File: src/rtl/memory_game_ctrl_if.sv
// memory_game_ctrl_if: board-side signal bundle for the memory game controller.
// The game controller sits on the slave side; the board/buttons side is the master.
interface memory_game_ctrl_if #(
  parameter int COLS = 5,
  parameter int ROWS = 4
);
  localparam int N  = COLS * ROWS;
  localparam int IW = $clog2(N);
  localparam int PW = $clog2(N / 2 + 1);
  logic [N*IW-1:0] deck;
  logic            move_x;
  logic            move_y;
  logic            select;
  logic            restart;
  logic [IW-1:0]   cursor;
  logic [N-1:0]    face_up;
  logic [N-1:0]    matched;
  logic [PW-1:0]   pairs;
  logic [15:0]     attempts;
  logic            busy;
  logic            game_done;
  modport slave (
    input  deck, move_x, move_y, select, restart,
    output cursor, face_up, matched, pairs, attempts, busy, game_done
  );
  modport master (
    output deck, move_x, move_y, select, restart,
    input  cursor, face_up, matched, pairs, attempts, busy, game_done
  );
endinterface

File: src/rtl/memory_game_ctrl.sv
// memory_game_ctrl: pick-two-cards memory game with cursor navigation,
// pair matching, mismatch hold timer, and attempt/pair bookkeeping.
module memory_game_ctrl #(
  parameter int COLS        = 5,
  parameter int ROWS        = 4,
  parameter int HOLD_CYCLES = 25_000_000
) (
  input  logic               clock_50M,
  input  logic               reset_n,
  memory_game_ctrl_if.slave  bus
);
  localparam int N  = COLS * ROWS;
  localparam int IW = $clog2(N);
  localparam int PW = $clog2(N / 2 + 1);
  localparam int TW = HOLD_CYCLES > 1 ? $clog2(HOLD_CYCLES) : 1;

  if (N < 2 || N % 2 != 0) begin : g_bad_board
    $error("memory_game_ctrl: COLS*ROWS must be even and at least 2");
  end

  typedef enum logic [2:0] {PICK1, PICK2, COMPARE, HOLD, DONE} state_t;

  state_t          r_state, w_state;
  logic [3:0]      r_s1, r_s2, r_prev, w_fire;
  logic [2:0]      r_live;
  logic [IW-1:0]   r_col, r_row, r_first, r_second;
  logic [IW-1:0]   w_col, w_row, w_first, w_second, w_pos, w_id1, w_id2;
  logic [N-1:0]    r_face, r_matched, w_face, w_matched;
  logic [PW-1:0]   r_pairs, w_pairs;
  logic [15:0]     r_att, w_att;
  logic [TW-1:0]   r_timer, w_timer;

  // r_live masks edges until the synchroniser holds post-reset samples, so a
  // button held through reset release never looks like a fresh press
  assign w_fire = r_s2 & ~r_prev & {4{r_live[2]}};
  assign w_pos  = IW'(r_col * ROWS + r_row);
  assign w_id1  = bus.deck[r_first * IW +: IW];
  assign w_id2  = bus.deck[r_second * IW +: IW];

  always_ff @(posedge clock_50M or negedge reset_n) begin
    if (!reset_n) begin
      r_s1   <= '0;
      r_s2   <= '0;
      r_prev <= '0;
      r_live <= '0;
    end else begin
      r_s1   <= {bus.restart, bus.select, bus.move_y, bus.move_x};
      r_s2   <= r_s1;
      r_prev <= r_s2;
      r_live <= {r_live[1:0], 1'b1};
    end
  end

  always_ff @(posedge clock_50M or negedge reset_n) begin
    if (!reset_n) begin
      r_state   <= PICK1;
      r_col     <= '0;
      r_row     <= '0;
      r_first   <= '0;
      r_second  <= '0;
      r_face    <= '0;
      r_matched <= '0;
      r_pairs   <= '0;
      r_att     <= '0;
      r_timer   <= '0;
    end else begin
      r_state   <= w_state;
      r_col     <= w_col;
      r_row     <= w_row;
      r_first   <= w_first;
      r_second  <= w_second;
      r_face    <= w_face;
      r_matched <= w_matched;
      r_pairs   <= w_pairs;
      r_att     <= w_att;
      r_timer   <= w_timer;
    end
  end

  always_comb begin
    w_state   = r_state;
    w_col     = r_col;
    w_row     = r_row;
    w_first   = r_first;
    w_second  = r_second;
    w_face    = r_face;
    w_matched = r_matched;
    w_pairs   = r_pairs;
    w_att     = r_att;
    w_timer   = r_timer;
    if (w_fire[3]) begin
      w_state   = PICK1;
      w_col     = '0;
      w_row     = '0;
      w_face    = '0;
      w_matched = '0;
      w_pairs   = '0;
      w_att     = '0;
      w_timer   = '0;
    end else begin
      if (r_state != DONE) begin
        if (w_fire[0]) w_col = r_col == '0 ? IW'(COLS - 1) : r_col - 1'b1;
        if (w_fire[1]) w_row = r_row == IW'(ROWS - 1) ? '0 : r_row + 1'b1;
      end
      // selects use w_pos, the cursor before any same-cycle move
      case (r_state)
        PICK1: if (w_fire[2] && !r_face[w_pos]) begin
          w_first       = w_pos;
          w_face[w_pos] = 1'b1;
          w_state       = PICK2;
        end
        PICK2: if (w_fire[2] && !r_face[w_pos]) begin
          w_second      = w_pos;
          w_face[w_pos] = 1'b1;
          w_state       = COMPARE;
          w_att         = r_att + {15'd0, r_att != 16'hFFFF};
        end
        COMPARE: if ((w_id1 >> 1) == (w_id2 >> 1)) begin
          w_matched[r_first]  = 1'b1;
          w_matched[r_second] = 1'b1;
          w_pairs             = r_pairs + 1'b1;
          w_state             = int'(r_pairs) + 1 == N / 2 ? DONE : PICK1;
        end else begin
          w_timer = TW'(HOLD_CYCLES - 1);
          w_state = HOLD;
        end
        HOLD: if (r_timer == '0) begin
          w_face[r_first]  = 1'b0;
          w_face[r_second] = 1'b0;
          w_state          = PICK1;
        end else begin
          w_timer = r_timer - 1'b1;
        end
        default: ;
      endcase
    end
  end

  assign bus.cursor    = w_pos;
  assign bus.face_up   = r_face;
  assign bus.matched   = r_matched;
  assign bus.pairs     = r_pairs;
  assign bus.attempts  = r_att;
  assign bus.busy      = r_state == COMPARE || r_state == HOLD;
  assign bus.game_done = r_state == DONE;
endmodule
File: src/flat_wrapper.sv
// flat-port wrapper written by rule: the top's interface ports become plain ports
module memory_game_ctrl_flat 
#(
  parameter int COLS        = 5,
  parameter int ROWS        = 4,
  parameter int HOLD_CYCLES = 25_000_000
)
  (clock_50M, reset_n, bus_deck, bus_move_x, bus_move_y, bus_select, bus_restart, bus_cursor, bus_face_up, bus_matched, bus_pairs, bus_attempts, bus_busy, bus_game_done);
  memory_game_ctrl_if #(.COLS(COLS), .ROWS(ROWS)) bus_i ();
  input  logic clock_50M;
  input  logic reset_n;
  input wire logic [$bits(bus_i.deck)-1:0] bus_deck;
  input wire logic [$bits(bus_i.move_x)-1:0] bus_move_x;
  input wire logic [$bits(bus_i.move_y)-1:0] bus_move_y;
  input wire logic [$bits(bus_i.select)-1:0] bus_select;
  input wire logic [$bits(bus_i.restart)-1:0] bus_restart;
  output wire logic [$bits(bus_i.cursor)-1:0] bus_cursor;
  output wire logic [$bits(bus_i.face_up)-1:0] bus_face_up;
  output wire logic [$bits(bus_i.matched)-1:0] bus_matched;
  output wire logic [$bits(bus_i.pairs)-1:0] bus_pairs;
  output wire logic [$bits(bus_i.attempts)-1:0] bus_attempts;
  output wire logic [$bits(bus_i.busy)-1:0] bus_busy;
  output wire logic [$bits(bus_i.game_done)-1:0] bus_game_done;
  assign bus_i.deck = bus_deck;
  assign bus_i.move_x = bus_move_x;
  assign bus_i.move_y = bus_move_y;
  assign bus_i.select = bus_select;
  assign bus_i.restart = bus_restart;
  assign bus_cursor = bus_i.cursor;
  assign bus_face_up = bus_i.face_up;
  assign bus_matched = bus_i.matched;
  assign bus_pairs = bus_i.pairs;
  assign bus_attempts = bus_i.attempts;
  assign bus_busy = bus_i.busy;
  assign bus_game_done = bus_i.game_done;
  memory_game_ctrl #(.COLS(COLS), .ROWS(ROWS), .HOLD_CYCLES(HOLD_CYCLES)) u_core (.clock_50M(clock_50M), .reset_n(reset_n), .bus(bus_i));
endmodule
File: config.mk
export PLATFORM = sky130hd
export DESIGN_NAME = memory_game_ctrl_flat
export DESIGN_NICKNAME = d
export VERILOG_FILES = /design/src/rtl/memory_game_ctrl_if.sv /design/src/rtl/memory_game_ctrl.sv /design/src/flat_wrapper.sv
export SDC_FILE = /design/constraint.sdc
export NUM_CORES = 1
export LEC_CHECK = 0
export CAP_MARGIN = 20
export CORE_MARGIN = 4
export CORE_UTILIZATION = 48
export CTS_BUF_LIST = sky130_fd_sc_hd__clkbuf_8
export DETAILED_ROUTE_END_ITERATION = 8
export GPL_TIMING_DRIVEN = 0
export PLACE_DENSITY = 0.9
export SYNTH_ARGS = -nofsm -noshare
export SYNTH_HDL_FRONTEND = slang
export SYNTH_SLANG_ARGS = --single-unit
File: constraint.sdc
create_clock -name clock_50M -period 3.1 [get_ports clock_50M]
set_input_delay 0.31 -clock clock_50M [delete_from_list [all_inputs] [get_ports clock_50M]]
set_output_delay 0.31 -clock clock_50M [all_outputs]
set_load 0.005 [all_outputs]
==> results of run 1 <==
[what timing repair did]
action                                 in CTS  in global routing
hold buffers                                1                  0
gates cloned                                0                  2
pin swaps                                   3                  5
setup buffers                               4                 16
setup endpoints to repair                  88                 66
gates resized for setup                    17                 40
endpoints found under the hold margin      37                  0
[cells in the mapped netlist (3+ instances only)]
| master | n | area share [%] |
|---|---|---|
| dfrtp_1 | 123 | 40 |
| nor2_1 | 81 | 4.0 |
| nand2_1 | 77 | 3.8 |
| mux2i_1 | 53 | 7.0 |
| nand3_1 | 44 | 2.9 |
| a21oi_1 | 40 | 2.6 |
| o21ai_0 | 39 | 2.6 |
| clkbuf_1 | 30 | 1.5 |
| o22ai_1 | 28 | 2.3 |
| mux4_2 | 22 | 6.5 |
| nor3_1 | 18 | 1.2 |
| xor2_1 | 17 | 2.0 |
| inv_1 | 16 | 0.79 |
| ha_1 | 12 | 2.0 |
| nand4_1 | 12 | 0.99 |
| buf_2 | 11 | 0.72 |
| a22oi_1 | 9 | 0.89 |
| nand2b_1 | 9 | 0.74 |
| a211oi_1 | 7 | 0.69 |
| nand3b_1 | 7 | 0.69 |
| nor4_1 | 7 | 0.58 |
| a22o_1 | 6 | 0.69 |
| a31oi_1 | 6 | 0.49 |
| and2_1 | 6 | 0.49 |
| nor2b_1 | 6 | 0.49 |
| nor3b_1 | 6 | 0.59 |
| o311ai_0 | 6 | 0.69 |
| o41ai_1 | 6 | 0.69 |
| or3_1 | 6 | 0.49 |
| and3_1 | 5 | 0.41 |
| buf_4 | 5 | 0.49 |
| o211ai_1 | 5 | 0.49 |
| o21a_1 | 5 | 0.49 |
| xnor2_1 | 5 | 0.58 |
| buf_1 | 4 | 0.20 |
| mux2_2 | 4 | 0.59 |
| o211a_1 | 4 | 0.53 |
| or2_2 | 4 | 0.33 |
| or3b_2 | 4 | 0.46 |
| a41o_1 | 3 | 0.39 |
| and4_1 | 3 | 0.35 |
| o32ai_1 | 3 | 0.35 |
| or4_1 | 3 | 0.30 |
[final timing paths]
kind                            cells past startpoint                      to  slack [ns]               from
worst min-delay path                                1          u_core.r_s1[2]        0.28         bus_select
worst min register to register                      0          u_core.r_s2[1]        0.35     u_core.r_s1[1]
max in group asynchronous                           3       u_core.r_first[1]        2.01            reset_n
worst max-delay path                               11       u_core.r_timer[1]        0.05  u_core.r_first[0]
min in group asynchronous                           2  u_core.bus.attempts[7]        0.32            reset_n
worst max register to register                     11       u_core.r_timer[1]        0.05  u_core.r_first[0]
[kinds of logic (layout without fill, tap and decap cells)]
logic type               count (synthesis)  in the layout  share of synthesized area, %
adder cells (fa/ha/maj)                 13             13                          2.24
flip-flops                             123            123                          40.4
other                                    1              1                        0.0493
multiplexers                            79             79                          14.1
buffers and inverters                   68            273                          3.98
AO/OA/AOI/OAI                          184            184                          16.2
AND/OR/NAND/NOR                        309            309                          20.3
XOR/XNOR                                23             23                          2.75
[layer usage]
layer | global-route usage, % | routed length [um] | vias to the layer above
met5 | 0 | 0 | -
met4 | 9.89 | 931 | 0
met3 | 6.08 | 2750 | 98
met2 | 47.7 | 12500 | 539
met1 | 35.2 | 9950 | 3736
li1 | - | - | 3370
[flip-flops by register name, indices dropped and copies added (netlist names)]
name                 flops
u_core.bus.attempts     16
u_core.r_s1              4
u_core.r_first           5
u_core.r_timer          25
u_core.bus.pairs         4
u_core.r_prev            4
u_core.r_col             5
u_core.r_live            3
u_core.bus.face_up      20
u_core.bus.matched      20
u_core.r_state           3
u_core.r_s2              4
u_core.r_row             5
u_core.r_second          5
[area by class of cell]
cell class                      count  area, um^2  area share, %
Clock buffer                       20         275           2.68
Clock inverter                     12         148           1.44
Timing Repair Buffer              176        1770           17.2
Inverter                           16        60.1          0.586
Multi-Input combinational cell    609        4360           42.5
Buffer                             49         298           2.90
Sequential cell                   123        3080           30.0
Tap cell                          211         264           2.57
[power by group through the flow]
stage | Clock (mW) | Combinational, mW | Sequential, mW
CTS | 1.51 | 3.63 | 2.20
global placement | 0 | 3.38 | 2.20
finish | 1.52 | 3.92 | 2.24
detailed placement | 0 | 3.47 | 2.22
floorplan | 0 | 2.44 | 2.13
global route | 1.62 | 4.20 | 2.27
[per-stage QoR]
stage	setup slack [ns]	hold slack, ns	area [um^2]
global route	-0.0619	0.268	10300
finish	0.0465	0.284	10300
detailed placement	-0.561	0.244	9430
global placement	-2.99	0.332	9400
CTS	0.00471	0.284	9940
floorplan	0.0173	0.0144	7610
==> summary.md, run 1 <==
| Metric | Value |
|---|---|
| Run status | `finished, final reports clean` |
| Count of buffer and inverter cells on the critical path | `3` |
| Post-synthesis sequential area ratio | `40.4%` |
| CTS tree | `yes` |
| Critical path's largest stage delay | `0.54 ns` |
| Worst Setup End Kind | `flip-flop` |
| Sink Count | `123` |
| Die Wd | `134 um` |
| Clock network fraction of total power | `19.9%` |
| Seq pwr share | `29.1%` |
| Synth cell types | `68` |
| Pre-antenna DRT Iters | `7` |
| PnR Total Power | `7.68 mW` |
| Critical path fanouts, max | `10` |
| Fmax | `327 MHz` |
| Setup_tns | `0 ns` |
| Synthesized Nets | `919` |
| I/O Buffers | `152` |
| Total track usage | `27.9%` |
| Relative slew slack | `40.2%` |
| # fillers | `1163` |
| Commonest non-fill, non-tap cell in the layout | `clkdlybuf4s50_1` |
| Final hold violation count | `0` |
| Peak supply drop | `0.000480 V` |
| Share of power burned in combinational logic | `51.0%` |
| Num CTS Buffers | `17` |
| Worst endpoint data arrival time | `3.41 ns` |
| I/O pins | `173` |
| Slew Viols, Final | `0` |
| First-pass GRT wire length | `39900 um` |
| Pin count of the biggest net entering global routing | `87` |
| Total placed cells including tap cells | `1164` |
| Leak | `4.14 nW` |
| Clock transition at path regs | `0.08 ns` |
| Count of warnings emitted by yosys | `0` |
| Area grow syn2layout | `34.8%` |
| Crit start category | `flip-flop` |
| Worst Tran Pin Value | `0.894 ns` |
| GPL Wtd Cong | `1.00` |
| Clock skew | `0.0156 ns` |
| Cell Count, Final, Fillers Out | `1216` |
| P_int | `4.47 mW` |
| Clk_lat worst skew | `0.45 ns` |
| Ys flop type | `dfrtp_1` |
| Rows | `45` |
| Die area | `17900 um^2` |
| Crit path cell chain | `buf_12 -> mux4_2 -> a22o_1 -> a41o_1 -> o211a_1 -> nor4_4 -> buf_4 -> nand3_4 -> and2_4 -> buf_6 -> a311oi_2` |
| Die Height | `134 um` |
| Syn_area_per_cell | `9.51 um^2` |
| Max_cap viols | `0` |
| Longest Clk Path Bufs | `2` |
| Vias per cell | `6.37` |
| Core Area | `15400 um^2` |
| Nets | `1111` |
| Cell count after synthesis | `800` |
| Layout Utilization | `66.7%` |
| Number of remaining DRC errors | `0` |
| Total vias in the final route | `7743` |
| Hold WC Path Type | `in -> reg` |
| Starting Density | `49.5%` |
| Post-synth ARST share | `100%` |
| Post-synth EDFFs | `0` |
| Share of cells above drive strength 1 | `14.2%` |
| Post-Syn Area | `7610 um^2` |
| Critical path class | `reg -> reg` |
| Grt total ovfl | `0` |
| Initial antenna violation count | `0` |
| N_diodes | `0` |
| PD cells | `749 nW/um^2` |
| Delay-heaviest family, CP | `compound AO/OA/AOI/OAI gates` |
| Per-cell routed wire length | `21.5 um` |
| Post-DRT Antenna Nets | `0` |
| Detailed Route Iter0 Violations | `837` |
| DP Wirelength | `18300 um` |
| Min cycle time layout | `3.05 ns` |
| Tcrit/Tclk final | `98.5%` |
| Switch Pwr | `3.21 mW` |
| Required time of the critical path | `3.46 ns` |
| Root Driver | `clkbuf_8` |
| Sw frac | `41.8%` |
| Vias in the first global route | `7526` |
| #FFs+latches synth | `123` |
| Final setup fails | `0` |
| Commonest non-fill, non-tap cells in the layout | `151 x clkdlybuf4s50_1, 121 x dfrtp_1, 79 x nor2_1` |
| Final WL | `26100 um` |
| H-tree levels | `4` |
| Unrepaired setup endpoints after global routing | `true` |
| CP max-delay cell | `mux4_2` |
Power figures use the tool's default switching activity.
==> inputs of run 2 (changes only) <==
Settings changed: CORE_ASPECT_RATIO set to 0.9, HOLD_SLACK_MARGIN set to 0.02.
==> run 2 against run 1 <==
The flow now finishes with violations (negative setup slack). Total power fell by 1.8%. Wire length fell by 2.5%. Sequential share of layout area rose by 0.23 points. Combinational power fell by 2%. Clock-buffer cell count rose by 1. Clock power fell by 5%. Setup slack got worse by 0.16 ns. Via count rose by 0.58%. Critical path depth rose by 3. Final cell count fell by 0.74%.
==> summary.md, run 2 (synthesis gave the netlist of run 1 again) <==
| Metric | Value |
|---|---|
| Total placed cells including tap cells | `1155 (was 1164)` |
| Die Wd | `141 um (was 134 um)` |
| Crit start category | `flip-flop (unchanged)` |
| Worst endpoint data arrival time | `3.52 ns (was 3.41 ns)` |
| PnR Total Power | `7.54 mW (was 7.68 mW)` |
| Required time of the critical path | `3.41 ns (was 3.46 ns)` |
| Area grow syn2layout | `33.9% (was 34.8%)` |
| Fmax | `312 MHz (was 327 MHz)` |
| Top reg by flops | `u_core.r_timer (unchanged)` |
| Per-cell routed wire length | `21.1 um (was 21.5 um)` |
| Longest Clk Path Bufs | `2 (unchanged)` |
| Cell Count, Final, Fillers Out | `1207 (was 1216)` |
| Final WL | `25500 um (was 26100 um)` |
| Max_cap viols | `0 (unchanged)` |
| First-pass GRT wire length | `39200 um (was 39900 um)` |
| Sink Count | `123 (unchanged)` |
| Total track usage | `27.3% (was 27.9%)` |
| Max FFs per register | `25 (unchanged)` |
| N_diodes | `0 (unchanged)` |
| Clk_lat worst skew | `0.45 ns (about the same)` |
| Critical path class | `reg -> reg (unchanged)` |
| CTS tree | `yes (unchanged)` |
| Relative slew slack | `47.2% (was 40.2%)` |
| Die area | `17900 um^2 (about the same)` |
| I/O pins | `173 (unchanged)` |
| Final instance area | `10200 um^2 (was 10300 um^2)` |
| Post-DRT Antenna Nets | `0 (unchanged)` |
| Violated checks | `negative setup slack` |
| Core Area | `15500 um^2 (was 15400 um^2)` |
| Clock skew | `0.0116 ns (was 0.0156 ns)` |
| Commonest non-fill, non-tap cell in the layout | `clkdlybuf4s50_1 (unchanged)` |
| Slew Viols, Final | `0 (unchanged)` |
| Detailed Route Iter0 Violations | `1008 (was 837)` |
| Vias in the first global route | `7633 (was 7526)` |
| PD cells | `740 nW/um^2 (was 749 nW/um^2)` |
| Root Driver | `clkbuf_8 (unchanged)` |
| Final hold violation count | `0 (unchanged)` |
| Share of cells above drive strength 1 | `14.3% (was 14.2%)` |
| Nets | `1112 (was 1111)` |
| Worst Setup End Kind | `flip-flop (unchanged)` |
| Pin count of the biggest net entering global routing | `63 (was 87)` |
| I/O Buffers | `152 (unchanged)` |
| Commonest non-fill, non-tap cells in the layout | `151 x clkdlybuf4s50_1, 119 x dfrtp_1, 80 x nor2_1 (was 151 x clkdlybuf4s50_1, 121 x dfrtp_1, 79 x nor2_1)` |
| Number of remaining DRC errors | `0 (unchanged)` |
| H-tree levels | `4 (unchanged)` |
| Layout Utilization | `65.8% (was 66.7%)` |
| # fillers | `1131 (was 1163)` |
| Critical path fanouts, max | `5 (was 10)` |
| Grt total ovfl | `0 (unchanged)` |
| GPL Wtd Cong | `0.952 (was 1.00)` |
| Post-route worst setup slack | `-0.109 ns (was 0.0465 ns)` |
| Tcrit/Tclk final | `104% (was 98.5%)` |
| Hold WC Path Type | `in -> reg (unchanged)` |
| Total vias in the final route | `7788 (was 7743)` |
| Placed cell areas | `9410 um^2 (was 9430 um^2)` |
| Leak | `4.09 nW (was 4.14 nW)` |
| Die Height | `127 um (was 134 um)` |
| Clock transition at path regs | `0.08 ns (about the same)` |
| Starting Density | `49.1% (was 49.5%)` |
| Pre-antenna DRT Iters | `6 (was 7)` |
| Min cycle time layout | `3.21 ns (was 3.05 ns)` |
| Peak supply drop | `0.000446 V (was 0.000480 V)` |
| Pre-CTS WS | `-0.574 ns (was -0.561 ns)` |
| Rows | `43 (was 45)` |
| Num CTS Buffers | `17 (unchanged)` |
| Vias per cell | `6.45 (was 6.37)` |
| Unrepaired setup endpoints after global routing | `true (unchanged)` |
| Worst Tran Pin Value | `0.790 ns (was 0.894 ns)` |
| Run status | `finished with violations (was finished, final reports clean)` |
| DP Wirelength | `18000 um (was 18300 um)` |
| Initial antenna violation count | `0 (unchanged)` |
| Final setup fails | `1 (was 0)` |
## run 2: worst max-delay path, stage by stage, from the launching register on
cell and delay [ns]:
dfrtp_2 0.46, ha_4 0.18, fa_2 0.40, xnor2_4 0.17
inv_2 0.10, mux2i_2 0.29, o311ai_4 0.16, a2111oi_4 0.35
and2_1 0.19, buf_6 0.13, buf_6 0.12, buf_6 0.09
nand4_1 0.12, xor2_1 0.24, nor2_1 0.06
## run 2: path summary, 6_finish.rpt
kind	startpoint	end	slack, ns	depth (start not counted)
min in group asynchronous	reset_n	u_core.r_s1[1]	0.41	2
setup / recovery	u_core.r_row[2]	u_core.bus.attempts[4]	-0.11	14
max in group asynchronous	reset_n	u_core.r_first[1]	1.97	3
setup reg to reg	u_core.r_row[2]	u_core.bus.attempts[4]	-0.11	14
hold / removal	bus_restart	u_core.r_s1[3]	0.30	1
hold reg to reg	u_core.r_s1[3]	u_core.r_s2[3]	0.35	0
## run 2: power by group
group | switching (mW) | internal (mW)
combinational | 2.14 | 1.71
clock | 0.657 | 0.794
sequential | 0.352 | 1.88
## run 2: final cells by class
| class | instances | area, um^2 | area share (%) |
|---|---|---|---|
| clock buffer | 21 | 289 | 2.84 |
| tap | 202 | 253 | 2.48 |
| timing repair buffer | 176 | 1730 | 17.0 |
| buffer | 50 | 310 | 3.05 |
| sequential | 123 | 3080 | 30.3 |
| multi-input combinational | 609 | 4350 | 42.7 |
| clock inverter | 10 | 115 | 1.13 |
| inverter | 16 | 60.1 | 0.589 |
## run 2: timing repair
item / 4_1_cts / 5_1_grt
setup buffers: 3 / 19
pin swaps: 3 / 12
endpoints found under the hold margin: 61 / 0
resized for setup: 18 / 47
endpoints found under the setup margin: 92 / 74
hold buffers: 1 / 0
cloned: 0 / 0
## run 2: stage by stage
step | setup TNS (ns) | hold WS [ns]
2_1_floorplan | 0 | 0.0144
3_5_place_dp | -18.42 | 0.331
6_report | -0.109 | 0.304
3_3_place_gp | -383.46 | 0.332
5_1_grt | -0.997 | 0.293
4_1_cts | 0 | 0.292
## run 2: metal layers
| layer | up-vias | GRT usage (%) | routed length (um) |
|---|---|---|---|
| met5 | - | 0 | 0 |
| met4 | 0 | 10.9 | 1020 |
| met3 | 102 | 8.20 | 2780 |
| met2 | 561 | 43.2 | 12000 |
| met1 | 3754 | 35.4 | 9640 |
| li1 | 3371 | - | - |
